### src/rtl/data_router_pkg.sv
// Shared definitions for the data router / data combiner pair: config word layout,
// beat counter width, FSM state encoding and the per-stream beat count helper.
package data_router_pkg;

  localparam int CNT_W   = 14;
  localparam int FIELD_W = 5;

  typedef struct packed {
    logic [FIELD_W-1:0] symbol_1;
    logic [FIELD_W-1:0] prb_1;
    logic [FIELD_W-1:0] symbol_2;
    logic [FIELD_W-1:0] prb_2;
    logic [FIELD_W-1:0] symbol_3;
    logic [FIELD_W-1:0] prb_3;
  } config_param;

  localparam int CONFIG_BIT_WIDTH = $bits(config_param);

  typedef enum logic [2:0] {
    IDLE,
    CONFIG_READ,
    CONFIG_CALC,
    MERGE_1,
    MERGE_2,
    MERGE_3,
    DRAIN
  } combiner_state_t;

  // 31*31*12 = 11532 fits in 14 bits, so the product never truncates.
  function automatic logic [CNT_W-1:0] calc_beats(input logic [FIELD_W-1:0] symbol,
                                                 input logic [FIELD_W-1:0] prb);
    return CNT_W'(symbol) * CNT_W'(prb) * CNT_W'(12);
  endfunction

endpackage

### src/rtl/data_combiner_if.sv
// Handshake bundle of the data combiner: config stream, three input streams, merged output.
// The master modport is the combiner side, slave is its environment.
interface data_combiner_if #(parameter int DATA_WIDTH = 64);
  import data_router_pkg::*;

  logic [CONFIG_BIT_WIDTH-1:0] s_axi_config_data;
  logic                        s_axi_config_valid;
  logic                        s_axi_config_ready;

  logic [DATA_WIDTH-1:0]       in_axi_data_1;
  logic                        in_axi_valid_1;
  logic                        in_axi_ready_1;
  logic [DATA_WIDTH-1:0]       in_axi_data_2;
  logic                        in_axi_valid_2;
  logic                        in_axi_ready_2;
  logic [DATA_WIDTH-1:0]       in_axi_data_3;
  logic                        in_axi_valid_3;
  logic                        in_axi_ready_3;

  logic [DATA_WIDTH-1:0]       m_axi_data;
  logic                        m_axi_valid;
  logic                        m_axi_ready;
  logic [1:0]                  m_axi_id;
  logic                        m_axi_last;

  modport master (
    input  s_axi_config_data, s_axi_config_valid,
    output s_axi_config_ready,
    input  in_axi_data_1, in_axi_valid_1,
    output in_axi_ready_1,
    input  in_axi_data_2, in_axi_valid_2,
    output in_axi_ready_2,
    input  in_axi_data_3, in_axi_valid_3,
    output in_axi_ready_3,
    output m_axi_data, m_axi_valid, m_axi_id, m_axi_last,
    input  m_axi_ready
  );

  modport slave (
    output s_axi_config_data, s_axi_config_valid,
    input  s_axi_config_ready,
    output in_axi_data_1, in_axi_valid_1,
    input  in_axi_ready_1,
    output in_axi_data_2, in_axi_valid_2,
    input  in_axi_ready_2,
    output in_axi_data_3, in_axi_valid_3,
    input  in_axi_ready_3,
    input  m_axi_data, m_axi_valid, m_axi_id, m_axi_last,
    output m_axi_ready
  );

endinterface

### src/rtl/data_combiner_out_slice.sv
// Single-entry output register slice for the combiner: holds data/id/last with valid
// until the downstream ready, and reloads in the same cycle for full throughput.
module data_combiner_out_slice #(
  parameter int DATA_WIDTH = 64
) (
  input  logic                  clk,
  input  logic                  reset,
  input  logic                  in_valid,
  output logic                  in_ready,
  input  logic [DATA_WIDTH-1:0] in_data,
  input  logic [1:0]            in_id,
  input  logic                  in_last,
  output logic                  out_valid,
  input  logic                  out_ready,
  output logic [DATA_WIDTH-1:0] out_data,
  output logic [1:0]            out_id,
  output logic                  out_last
);

  assign in_ready = !out_valid || out_ready;

  always_ff @(posedge clk) begin
    if (reset) begin
      out_valid <= 1'b0;
      out_data  <= '0;
      out_id    <= 2'd0;
      out_last  <= 1'b0;
    end else if (in_valid && in_ready) begin
      out_valid <= 1'b1;
      out_data  <= in_data;
      out_id    <= in_id;
      out_last  <= in_last;
    end else if (out_ready) begin
      out_valid <= 1'b0;
    end
  end

endmodule

### src/rtl/data_combiner.sv
// Merges three AXI-stream inputs into one output in fixed order 1->2->3, sized per frame
// by a config word. Optional DATA_COMBINER_FRAME_CNT_EN adds a 16-bit completed-frame counter.
module data_combiner
  import data_router_pkg::*;
#(
  parameter int DATA_WIDTH = 64
) (
  input  logic                  clk,
  input  logic                  reset,
  data_combiner_if.master       bus,
  output logic                  busy
`ifdef DATA_COMBINER_FRAME_CNT_EN
  ,
  output logic [15:0]           frame_count
`endif
);

  combiner_state_t       state;
  config_param           cfg;
  logic [CNT_W-1:0]      cnt_1, cnt_2, cnt_3;
  logic [CNT_W-1:0]      beat_cnt;
  logic                  cfg_ready;
  logic [CNT_W-1:0]      calc_1, calc_2, calc_3;

  logic                  cur_valid;
  logic [DATA_WIDTH-1:0] cur_data;
  logic [1:0]            cur_id;
  logic [CNT_W-1:0]      cur_cnt;
  logic                  cur_final;
  logic                  slice_in_ready;
  logic                  accept;
  logic                  last_beat;

  assign calc_1 = calc_beats(cfg.symbol_1, cfg.prb_1);
  assign calc_2 = calc_beats(cfg.symbol_2, cfg.prb_2);
  assign calc_3 = calc_beats(cfg.symbol_3, cfg.prb_3);

  // First stream after stream k with a non-zero beat count; k=0 means start of frame.
  function automatic combiner_state_t next_after(input logic [1:0]       k,
                                                 input logic [CNT_W-1:0] c1,
                                                 input logic [CNT_W-1:0] c2,
                                                 input logic [CNT_W-1:0] c3);
    combiner_state_t nxt;
    nxt = DRAIN;
    if (k < 2'd3 && c3 != '0) nxt = MERGE_3;
    if (k < 2'd2 && c2 != '0) nxt = MERGE_2;
    if (k < 2'd1 && c1 != '0) nxt = MERGE_1;
    return nxt;
  endfunction

  always_comb begin
    cur_valid = 1'b0;
    cur_data  = '0;
    cur_id    = 2'd0;
    cur_cnt   = '0;
    cur_final = 1'b0;
    case (state)
      MERGE_1: begin
        cur_valid = bus.in_axi_valid_1;
        cur_data  = bus.in_axi_data_1;
        cur_id    = 2'd1;
        cur_cnt   = cnt_1;
        cur_final = (cnt_2 == '0) && (cnt_3 == '0);
      end
      MERGE_2: begin
        cur_valid = bus.in_axi_valid_2;
        cur_data  = bus.in_axi_data_2;
        cur_id    = 2'd2;
        cur_cnt   = cnt_2;
        cur_final = (cnt_3 == '0);
      end
      MERGE_3: begin
        cur_valid = bus.in_axi_valid_3;
        cur_data  = bus.in_axi_data_3;
        cur_id    = 2'd3;
        cur_cnt   = cnt_3;
        cur_final = 1'b1;
      end
      default: ;
    endcase
  end

  assign accept    = cur_valid && slice_in_ready;
  assign last_beat = (beat_cnt == cur_cnt - CNT_W'(1));

  // Readies depend only on state and slice occupancy, never on the input valids.
  assign bus.in_axi_ready_1     = (state == MERGE_1) && slice_in_ready;
  assign bus.in_axi_ready_2     = (state == MERGE_2) && slice_in_ready;
  assign bus.in_axi_ready_3     = (state == MERGE_3) && slice_in_ready;
  assign bus.s_axi_config_ready = cfg_ready;
  assign busy                   = !cfg_ready;

  always_ff @(posedge clk) begin
    if (reset) begin
      state     <= IDLE;
      cfg       <= '0;
      cnt_1     <= '0;
      cnt_2     <= '0;
      cnt_3     <= '0;
      beat_cnt  <= '0;
      cfg_ready <= 1'b0;
    end else begin
      case (state)
        IDLE: begin
          state     <= CONFIG_READ;
          cfg_ready <= 1'b1;
        end
        CONFIG_READ: begin
          if (bus.s_axi_config_valid) begin
            cfg       <= bus.s_axi_config_data;
            cfg_ready <= 1'b0;
            state     <= CONFIG_CALC;
          end
        end
        CONFIG_CALC: begin
          cnt_1    <= calc_1;
          cnt_2    <= calc_2;
          cnt_3    <= calc_3;
          beat_cnt <= '0;
          // An all-zero frame produces no beats, so skip DRAIN entirely.
          if (next_after(2'd0, calc_1, calc_2, calc_3) == DRAIN) begin
            state     <= CONFIG_READ;
            cfg_ready <= 1'b1;
          end else begin
            state <= next_after(2'd0, calc_1, calc_2, calc_3);
          end
        end
        MERGE_1, MERGE_2, MERGE_3: begin
          if (accept) begin
            if (last_beat) begin
              beat_cnt <= '0;
              state    <= next_after(cur_id, cnt_1, cnt_2, cnt_3);
            end else begin
              beat_cnt <= beat_cnt + CNT_W'(1);
            end
          end
        end
        DRAIN: begin
          if (!bus.m_axi_valid) begin
            state     <= CONFIG_READ;
            cfg_ready <= 1'b1;
          end
        end
        default: state <= IDLE;
      endcase
    end
  end

  data_combiner_out_slice #(
    .DATA_WIDTH (DATA_WIDTH)
  ) u_out_slice (
    .clk       (clk),
    .reset     (reset),
    .in_valid  (accept),
    .in_ready  (slice_in_ready),
    .in_data   (cur_data),
    .in_id     (cur_id),
    .in_last   (last_beat && cur_final),
    .out_valid (bus.m_axi_valid),
    .out_ready (bus.m_axi_ready),
    .out_data  (bus.m_axi_data),
    .out_id    (bus.m_axi_id),
    .out_last  (bus.m_axi_last)
  );

`ifdef DATA_COMBINER_FRAME_CNT_EN
  always_ff @(posedge clk) begin
    if (reset) begin
      frame_count <= 16'd0;
    end else if (bus.m_axi_valid && bus.m_axi_ready && bus.m_axi_last) begin
      frame_count <= frame_count + 16'd1;
    end
  end
`endif

endmodule

### src/flat_wrapper.sv
// flat-port wrapper written by rule: the top's interface ports become plain ports
module data_combiner_flat import data_router_pkg::*;
#(
  parameter int DATA_WIDTH = 64
)
  (clk, reset, busy, bus_s_axi_config_data, bus_s_axi_config_valid, bus_s_axi_config_ready, bus_in_axi_data_1, bus_in_axi_valid_1, bus_in_axi_ready_1, bus_in_axi_data_2, bus_in_axi_valid_2, bus_in_axi_ready_2, bus_in_axi_data_3, bus_in_axi_valid_3, bus_in_axi_ready_3, bus_m_axi_data, bus_m_axi_valid, bus_m_axi_id, bus_m_axi_last, bus_m_axi_ready);
  data_combiner_if #(.DATA_WIDTH(DATA_WIDTH)) bus_i ();
  input  logic clk;
  input  logic reset;
  output logic busy;
  input wire logic [$bits(bus_i.s_axi_config_data)-1:0] bus_s_axi_config_data;
  input wire logic [$bits(bus_i.s_axi_config_valid)-1:0] bus_s_axi_config_valid;
  output wire logic [$bits(bus_i.s_axi_config_ready)-1:0] bus_s_axi_config_ready;
  input wire logic [$bits(bus_i.in_axi_data_1)-1:0] bus_in_axi_data_1;
  input wire logic [$bits(bus_i.in_axi_valid_1)-1:0] bus_in_axi_valid_1;
  output wire logic [$bits(bus_i.in_axi_ready_1)-1:0] bus_in_axi_ready_1;
  input wire logic [$bits(bus_i.in_axi_data_2)-1:0] bus_in_axi_data_2;
  input wire logic [$bits(bus_i.in_axi_valid_2)-1:0] bus_in_axi_valid_2;
  output wire logic [$bits(bus_i.in_axi_ready_2)-1:0] bus_in_axi_ready_2;
  input wire logic [$bits(bus_i.in_axi_data_3)-1:0] bus_in_axi_data_3;
  input wire logic [$bits(bus_i.in_axi_valid_3)-1:0] bus_in_axi_valid_3;
  output wire logic [$bits(bus_i.in_axi_ready_3)-1:0] bus_in_axi_ready_3;
  output wire logic [$bits(bus_i.m_axi_data)-1:0] bus_m_axi_data;
  output wire logic [$bits(bus_i.m_axi_valid)-1:0] bus_m_axi_valid;
  output wire logic [$bits(bus_i.m_axi_id)-1:0] bus_m_axi_id;
  output wire logic [$bits(bus_i.m_axi_last)-1:0] bus_m_axi_last;
  input wire logic [$bits(bus_i.m_axi_ready)-1:0] bus_m_axi_ready;
  assign bus_i.s_axi_config_data = bus_s_axi_config_data;
  assign bus_i.s_axi_config_valid = bus_s_axi_config_valid;
  assign bus_s_axi_config_ready = bus_i.s_axi_config_ready;
  assign bus_i.in_axi_data_1 = bus_in_axi_data_1;
  assign bus_i.in_axi_valid_1 = bus_in_axi_valid_1;
  assign bus_in_axi_ready_1 = bus_i.in_axi_ready_1;
  assign bus_i.in_axi_data_2 = bus_in_axi_data_2;
  assign bus_i.in_axi_valid_2 = bus_in_axi_valid_2;
  assign bus_in_axi_ready_2 = bus_i.in_axi_ready_2;
  assign bus_i.in_axi_data_3 = bus_in_axi_data_3;
  assign bus_i.in_axi_valid_3 = bus_in_axi_valid_3;
  assign bus_in_axi_ready_3 = bus_i.in_axi_ready_3;
  assign bus_m_axi_data = bus_i.m_axi_data;
  assign bus_m_axi_valid = bus_i.m_axi_valid;
  assign bus_m_axi_id = bus_i.m_axi_id;
  assign bus_m_axi_last = bus_i.m_axi_last;
  assign bus_i.m_axi_ready = bus_m_axi_ready;
  data_combiner #(.DATA_WIDTH(DATA_WIDTH)) u_core (.clk(clk), .reset(reset), .bus(bus_i), .busy(busy));
endmodule
### config.mk
export PLATFORM = sky130hd
export DESIGN_NAME = data_combiner_flat
export DESIGN_NICKNAME = d
export VERILOG_FILES = /design/src/rtl/data_router_pkg.sv /design/src/rtl/data_combiner_if.sv /design/src/rtl/data_combiner_out_slice.sv /design/src/rtl/data_combiner.sv /design/src/flat_wrapper.sv
export SDC_FILE = /design/constraint.sdc
export NUM_CORES = 1
export LEC_CHECK = 0
export BUFFER_PORTS_ARGS = -buffer_cell sky130_fd_sc_hd__buf_2
export CAP_MARGIN = 10
export CORE_ASPECT_RATIO = 0.6
export CORE_MARGIN = 2
export CORE_UTILIZATION = 55
export DETAILED_ROUTE_END_ITERATION = 7
export PLACE_DENSITY = 0.83
export REMOVE_ABC_BUFFERS = 1
export SLEW_MARGIN = 5
export SYNTH_ARGS = -nofsm -noshare
export SYNTH_HDL_FRONTEND = slang
export SYNTH_SLANG_ARGS = --single-unit
### constraint.sdc
create_clock -name clk -period 7.2 [get_ports clk]
set_clock_uncertainty 0.1 [all_clocks]
set_input_delay 0.72 -clock clk [delete_from_list [all_inputs] [get_ports clk]]
set_output_delay 0.72 -clock clk [all_outputs]
set_load 0.01 [all_outputs]
Word-level counts from Yosys, hierarchy flattened
Cells that the tools add are included.
{"block": "word_totals", "register_bits": 152, "latch_bits": 0, "ram_bits": 0, "romBits": 0, "input_bits": 229, "word_cells": 98, "memories": 0}
{"block": "classes", "addsub": 2, "multipliers": 6, "div_mod_pow": 0, "magnitude_cmp": 3, "n_eq_ne": 13, "shifts": 0, "muxes": 28, "bitwise": 0, "reduce_logical": 30}
{"cell": "case mux 64 bit (3 select lines)", "count": 1}
{"cell": "nonzero test 14 bit", "count": 6}
{"cell": "case mux 14 bit (3 select lines)", "count": 1}
{"cell": "multiplier 10 x 2 -> 12 bit (second input constant)", "count": 3}
{"cell": "multiplier 5 x 5 -> 10 bit", "count": 3}
{"cell": "zero test 14 bit", "count": 2}
{"cell": "2-to-1 mux 14 bit", "count": 2}
{"cell": "case mux 14 bit (2 select lines)", "count": 1}
{"cell": "2-to-1 mux 3 bit", "count": 9}
{"cell": "case mux 3 bit (5 select lines)", "count": 1}
{"cell": "adder 14 x 1 -> 14 bit (second input constant)", "count": 1}
{"cell": "equality test 14 bit", "count": 1}
{"cell": "subtractor 14 x 1 -> 14 bit (second input constant)", "count": 1}
{"cell": "equality test 3 bit (second input constant)", "count": 4}
{"cell": "logical AND 1 bit", "count": 10}
{"cell": "2-to-1 mux 2 bit", "count": 4}
{"cell": "AND reduction 4 bit", "count": 2}
{"cell": "equality test 3 x 2 -> 1 bit (second input constant)", "count": 2}
{"cell": "!= test 2 bit (second input constant)", "count": 3}
{"cell": "case mux 1 bit (3 select lines)", "count": 2}
{"cell": "case mux 2 bit (3 select lines)", "count": 1}
{"cell": "2-to-1 mux 1 bit", "count": 5}
{"cell": "< comparator 2 bit (second input constant)", "count": 2}
{"cell": "!= test 2 x 1 -> 1 bit (second input constant)", "count": 2}
{"cell": "10 further kinds", "count": 13}

Logic depth before layout (Yosys ltp)
{"block": "logic_depth", "depth_word": 11, "mapped_depth": 21, "ltp_nobuf": 21}

Cells and area by module
A second synthesis with hierarchy kept.
{"block": "hier_totals", "hier_cells": 1521, "hier_area_um2": 12281.8}
{"module": "data_combiner", "instances": 1, "cells_per_inst": 1211, "area_each_um2": 9153.8}
{"module": "data_combiner_out_slice", "instances": 1, "cells_per_inst": 310, "area_each_um2": 3128.0}

Worst setup path before layout
No wires, ideal clock.
{"block": "synth_timing", "path_type": "register to register", "startpoint": "register u_core.cfg[4] (netlist name)", "endpoint": "register u_core.cfg_ready, in the netlist u_core.bus.s_axi_config_ready", "setup_ns": 0.114, "t_arrival_ns": 5.143, "setup_slack_ns": 1.843, "path_stages_with_launch": 18, "period_less_slack_ns": 5.357, "path_cell_list": "dfxtp_1 > nand2_1 > fa_1 > fa_1 > inv_1 > fa_1 > ha_1 > nor2b_1 > o21a_1 > o2111a_1 > a211oi_1 > inv_1 > ha_1 > a2111o_1 > or4_1 > a2111oi_0 > nand4_1 > a2111oi_0"}
{"block": "synth_between", "elab_chain_len": 11}
{"element": "start: declaration", "line": "data_combiner.sv:19", "source": "config_param cfg;"}
{"element": "start signal: assignment", "line": "data_combiner.sv:110", "source": "cfg <= bus.s_axi_config_data;"}
{"element": "multiplier 5 x 5 -> 10 bit", "line": "data_router_pkg.sv:32", "source": "return CNT_W'(symbol) * CNT_W'(prb) * CNT_W'(12);"}
{"element": "multiplier 10 x 2 -> 12 bit", "line": "data_router_pkg.sv:32"}
{"element": "nonzero test 14 bit", "line": "data_combiner.sv:45", "source": "if (k < 2'd3 && c3 != '0) nxt = MERGE_3;"}
{"element": "2-to-1 mux 2 bit", "line": "data_combiner.sv:45"}
{"element": "2-to-1 mux 2 bit", "line": "data_combiner.sv:46", "source": "if (k < 2'd2 && c2 != '0) nxt = MERGE_2;"}
{"element": "2-to-1 mux 3 bit", "line": "data_combiner.sv:47", "source": "if (k < 2'd1 && c1 != '0) nxt = MERGE_1;"}
{"element": "2-to-1 mux 3 bit", "line": "data_combiner.sv:103", "source": "case (state)"}
{"element": "2-to-1 mux 3 bit", "line": "data_combiner.sv:94", "source": "if (reset) begin"}
{"element": "equality test 3 bit", "line": "data_combiner.sv:121", "source": "if (next_after(2'd0, calc_1, calc_2, calc_3) == DRAIN) begin"}
{"element": "!= test 2 x 1 -> 1 bit (no line)"}
{"element": "AND reduction 4 bit (no line)"}
{"element": "end signal: assignment", "line": "data_combiner.sv:101", "source": "cfg_ready <= 1'b0;"}
{"element": "end signal: assignment", "line": "data_combiner.sv:106", "source": "cfg_ready <= 1'b1;"}
{"element": "end signal: assignment", "line": "data_combiner.sv:123", "source": "cfg_ready <= 1'b1;"}
{"element": "end: declaration", "line": "data_combiner.sv:22", "source": "logic cfg_ready;"}
Every way passes these cells. The select of a mux whose other input is x is not followed.
A chain may end at the register's enable or synchronous reset.

Worst setup path in the final report
{"block": "layout_timing", "startpoint": "register u_core.cfg[14] (netlist name)", "endpoint": "register u_core.cfg_ready, in the netlist u_core.bus.s_axi_config_ready"}
{"block": "layout_between", "elab_chain_len": 10}
{"element": "multiplier 5 x 5 -> 10 bit", "line": "data_router_pkg.sv:32"}
{"element": "multiplier 10 x 2 -> 12 bit", "line": "data_router_pkg.sv:32"}
{"element": "nonzero test 14 bit", "line": "data_combiner.sv:46"}
{"element": "2-to-1 mux 2 bit", "line": "data_combiner.sv:46"}
{"element": "2-to-1 mux 3 bit", "line": "data_combiner.sv:47"}
{"element": "2-to-1 mux 3 bit", "line": "data_combiner.sv:103"}
{"element": "2-to-1 mux 3 bit", "line": "data_combiner.sv:94"}
{"element": "equality test 3 bit", "line": "data_combiner.sv:121"}
{"element": "!= test 2 x 1 -> 1 bit (no line)"}
{"element": "AND reduction 4 bit (no line)"}
Every way passes these cells. The select of a mux whose other input is x is not followed.

==> flow_metrics.env <==
export IMPL_netlist_cell_type_count=77
export IMPL_cts_htree_levels=4
export IMPL_gp_routability_congestion=0.902
export IMPL_cap_viol_max_count=0
export IMPL_drcViolationCount=0
export IMPL_cts_clk_slew_worst_paths_ps=70
export IMPL_total_leakage_power_nw=6.08
export IMPL_wirelength_um=34100
export IMPL_final_setup_viols=0
export IMPL_vdd_ir_drop_max_mv=0.171
export IMPL_arrival_time_worst_endpoint_ps=6290
export IMPL_cts_max_path_buffers=2
export IMPL_critPathLaunchType="register"
export IMPL_initialDrtViolationCount=1134
export IMPL_first_global_vias=10800
export IMPL_num_vias=11900
export IMPL_cts_buffers=17
export IMPL_fin_nets=2083
export IMPL_fraction_of_final_layout_cells_with_drive_strength_greater_than_1_pct=22.1
export IMPL_yosys_area_top_type="dfxtp_1"
export IMPL_clkSinkCount=152
export IMPL_finalHoldViolCount=0
export IMPL_critPathKind="register to register"
export IMPL_synth_top_area_share_pct=26.2
export IMPL_synth_seq_area_share_pct=26.2
export IMPL_cts_hold_buf=0
export IMPL_synthesis_instances=1492
export IMPL_final_antenna_net_count=0
export IMPL_avg_wl_per_cell_um=16.8
export IMPL_slew_headroom_pct=30.0
export IMPL_initial_core_util_pct=55.7
export IMPL_grt_pass1_wl_um=53300
export IMPL_worstPathRequired_ps=7420
export IMPL_period_share_pct=84.3
export IMPL_report_power_total_mw=3.09
export IMPL_cts_resized=0
export IMPL_cts_setup_buffers=0
export IMPL_die_height_um=116
export IMPL_dieWidth_um=191
export IMPL_placeableCoreArea_um2=20800
export IMPL_worst_margin_slew_ps=1050
export IMPL_grt_antenna_before_repair=2
export IMPL_areaGrowthSynthToFinish_pct=19.0
export IMPL_track_usage_pct=30.1
export IMPL_top_level_ports=302
export IMPL_drtPass1Iterations=6
export IMPL_cp_end_kind="register"
export IMPL_placementRows=41
export IMPL_synth_area_top_cells="dfxtp_1 (26%), ha_1 (9.7%), a21oi_1 (6.5%)"
export IMPL_syn_cell_area_um2=11600
export IMPL_synth_yosys_warnings=0
export IMPL_most_frequent_standard_cell_in_the_layout_excluding_fill_and_tap_cells="buf_2"
export IMPL_synthArstFlopShare_pct=0
export IMPL_clk_latency_ps=440
export IMPL_grt_start_max_net_pins=83
export IMPL_root_buffer="clkbuf_16"
export IMPL_hpwl_um=26400
export IMPL_post_drt_via_cell_ratio=5.87
export IMPL_most_frequent_cells_in_the_layout="buf_2 (300), nor2_1 (180), nand2_1 (164), dfxtp_1 (152), a21oi_1 (150)"
export IMPL_edff_count_synth=0
export IMPL_outcome="finished clean"
export IMPL_hp_class="register to register"
export IMPL_die_area_um2=22300
export IMPL_max_freq_mhz=165
export IMPL_buffer_ports_inserted=301
export IMPL_ys_seq_elements=152
export IMPL_count_of_final_max_slew_check_failures=0
export IMPL_tritoncts="done"
export IMPL_power_density_nw_per_um2=224
export IMPL_hold_worst_slack_ps=352
export IMPL_synth_avg_cell_area_um2=7.77
export IMPL_layout_filler_cells=1799
export IMPL_post_route_min_period_ps=6070
export IMPL_grt_setup_unrepaired="no"
export IMPL_worstPathMaxFanout=6
export IMPL_grt_remaining_overflow=0
export IMPL_ys_dominant_reg_cell="dfxtp_1"
[synth_stat cells, types with 5 or more instances]
master / instances
a211oi_1: 83
a211oi_2: 11
a21o_1: 5
a21oi_1: 151
a221oi_1: 5
a22oi_1: 64
a31oi_1: 5
and2_1: 59
and3_1: 11
and4b_1: 13
buf_1: 8
clkbuf_1: 75
dfxtp_1: 152
fa_1: 30
ha_1: 90
inv_1: 81
nand2_1: 164
nand2b_1: 10
nand3_1: 24
nand4_1: 13
nand4b_1: 5
nor2_1: 182
nor2b_1: 11
nor3_1: 25
nor4_1: 11
o2111ai_1: 10
o211ai_1: 5
o21a_1: 8
o21ai_0: 29
or2_2: 11
or3_1: 7
xnor2_1: 27
xor2_1: 23
[worst paths after layout]
path,start,endpoint,slack [ps],depth (start not counted)
setup / recovery,u_core.cfg[14],u_core.bus.s_axi_config_ready,1130,20
hold / removal,u_core.cnt_1[11],u_core.cnt_1[11],350,2
setup reg to reg,u_core.cfg[14],u_core.bus.s_axi_config_ready,1130,20
hold reg to reg,u_core.cnt_1[11],u_core.cnt_1[11],350,2
[through the flow]
step	TNS [ps]	area [µm²]	setup WS (ps)	cells	util [%]
after floorplan	-125240	11200	-2800	1402	-
after global placement	0	13200	1480	1994	63.5
after detailed placement	0	13200	1270	1994	63.5
after CTS	0	13800	1290	2026	66.3
after global routing	0	13800	799	2026	66.3
final	0	13800	1130	2027	66.3
[cells by family (layout without fill, tap and decap cells)]
family,after synthesis,after routing,share of synthesized area (%)
xor+xnor,50,50,3.78
buf+inv,171,426,5.74
compound gates,423,423,24.9
fa+ha+maj,120,120,14.9
mux,5,5,0.464
simple gates,571,571,24.0
flops,152,152,26.2
other cells,0,1,0
[registers in the layout (all words and copies together), names as in the netlist]
name,count
u_core.cfg,30
u_core.u_out_slice.out_data,64
u_core.cnt_2,12
u_core.cnt_3,12
u_core.beat_cnt,14
u_core.cnt_1,12
u_core.state,3
u_core.u_out_slice.out_valid,1
u_core.bus.s_axi_config_ready,1
u_core.u_out_slice.out_id,2
u_core.u_out_slice.out_last,1
[power breakdown]
group	internal, mW	switching (mW)	total, mW
clock	0.462	0.420	0.882
sequential	0.961	0.121	1.08
combinational	0.414	0.712	1.13
[routing by layer]
layer	global-route usage, %	routed length, µm
met5	0	13
met4	8.97	670
met3	7.21	2730
met2	46.3	15300
met1	42.0	15400
[cell type report]
| type | count | area (µm²) | area share, % |
|---|---|---|---|
| Clock inverter | 15 | 151 | 1.10 |
| Sequential cell | 152 | 3040 | 22.0 |
| Timing Repair Buffer | 313 | 1600 | 11.6 |
| Clock buffer | 17 | 425 | 3.08 |
| Antenna cell | 1 | 2.50 | 0.0181 |
| Inverter | 81 | 304 | 2.20 |
| Multi-Input combinational cell | 1169 | 7930 | 57.4 |
| Tap cell | 279 | 349 | 2.53 |
[critical path, stage by stage, from the launching register on]
cell       delay [ps]
dfxtp_1           420
nand2_1           110
fa_1              530
fa_1              550
inv_1              50
fa_1              470
ha_1              350
nor2b_1           170
o2111ai_1         310
nand2_1           150
nor2_1            220
xnor2_1           150
ha_1              290
o21a_1            120
nor2_1            180
inv_1              80
a21boi_0          380
o2111ai_1         180
a2111oi_0         580
nand4_1           160
a2111oi_0         390
Note: power is estimated with default switching activity, not from simulation.
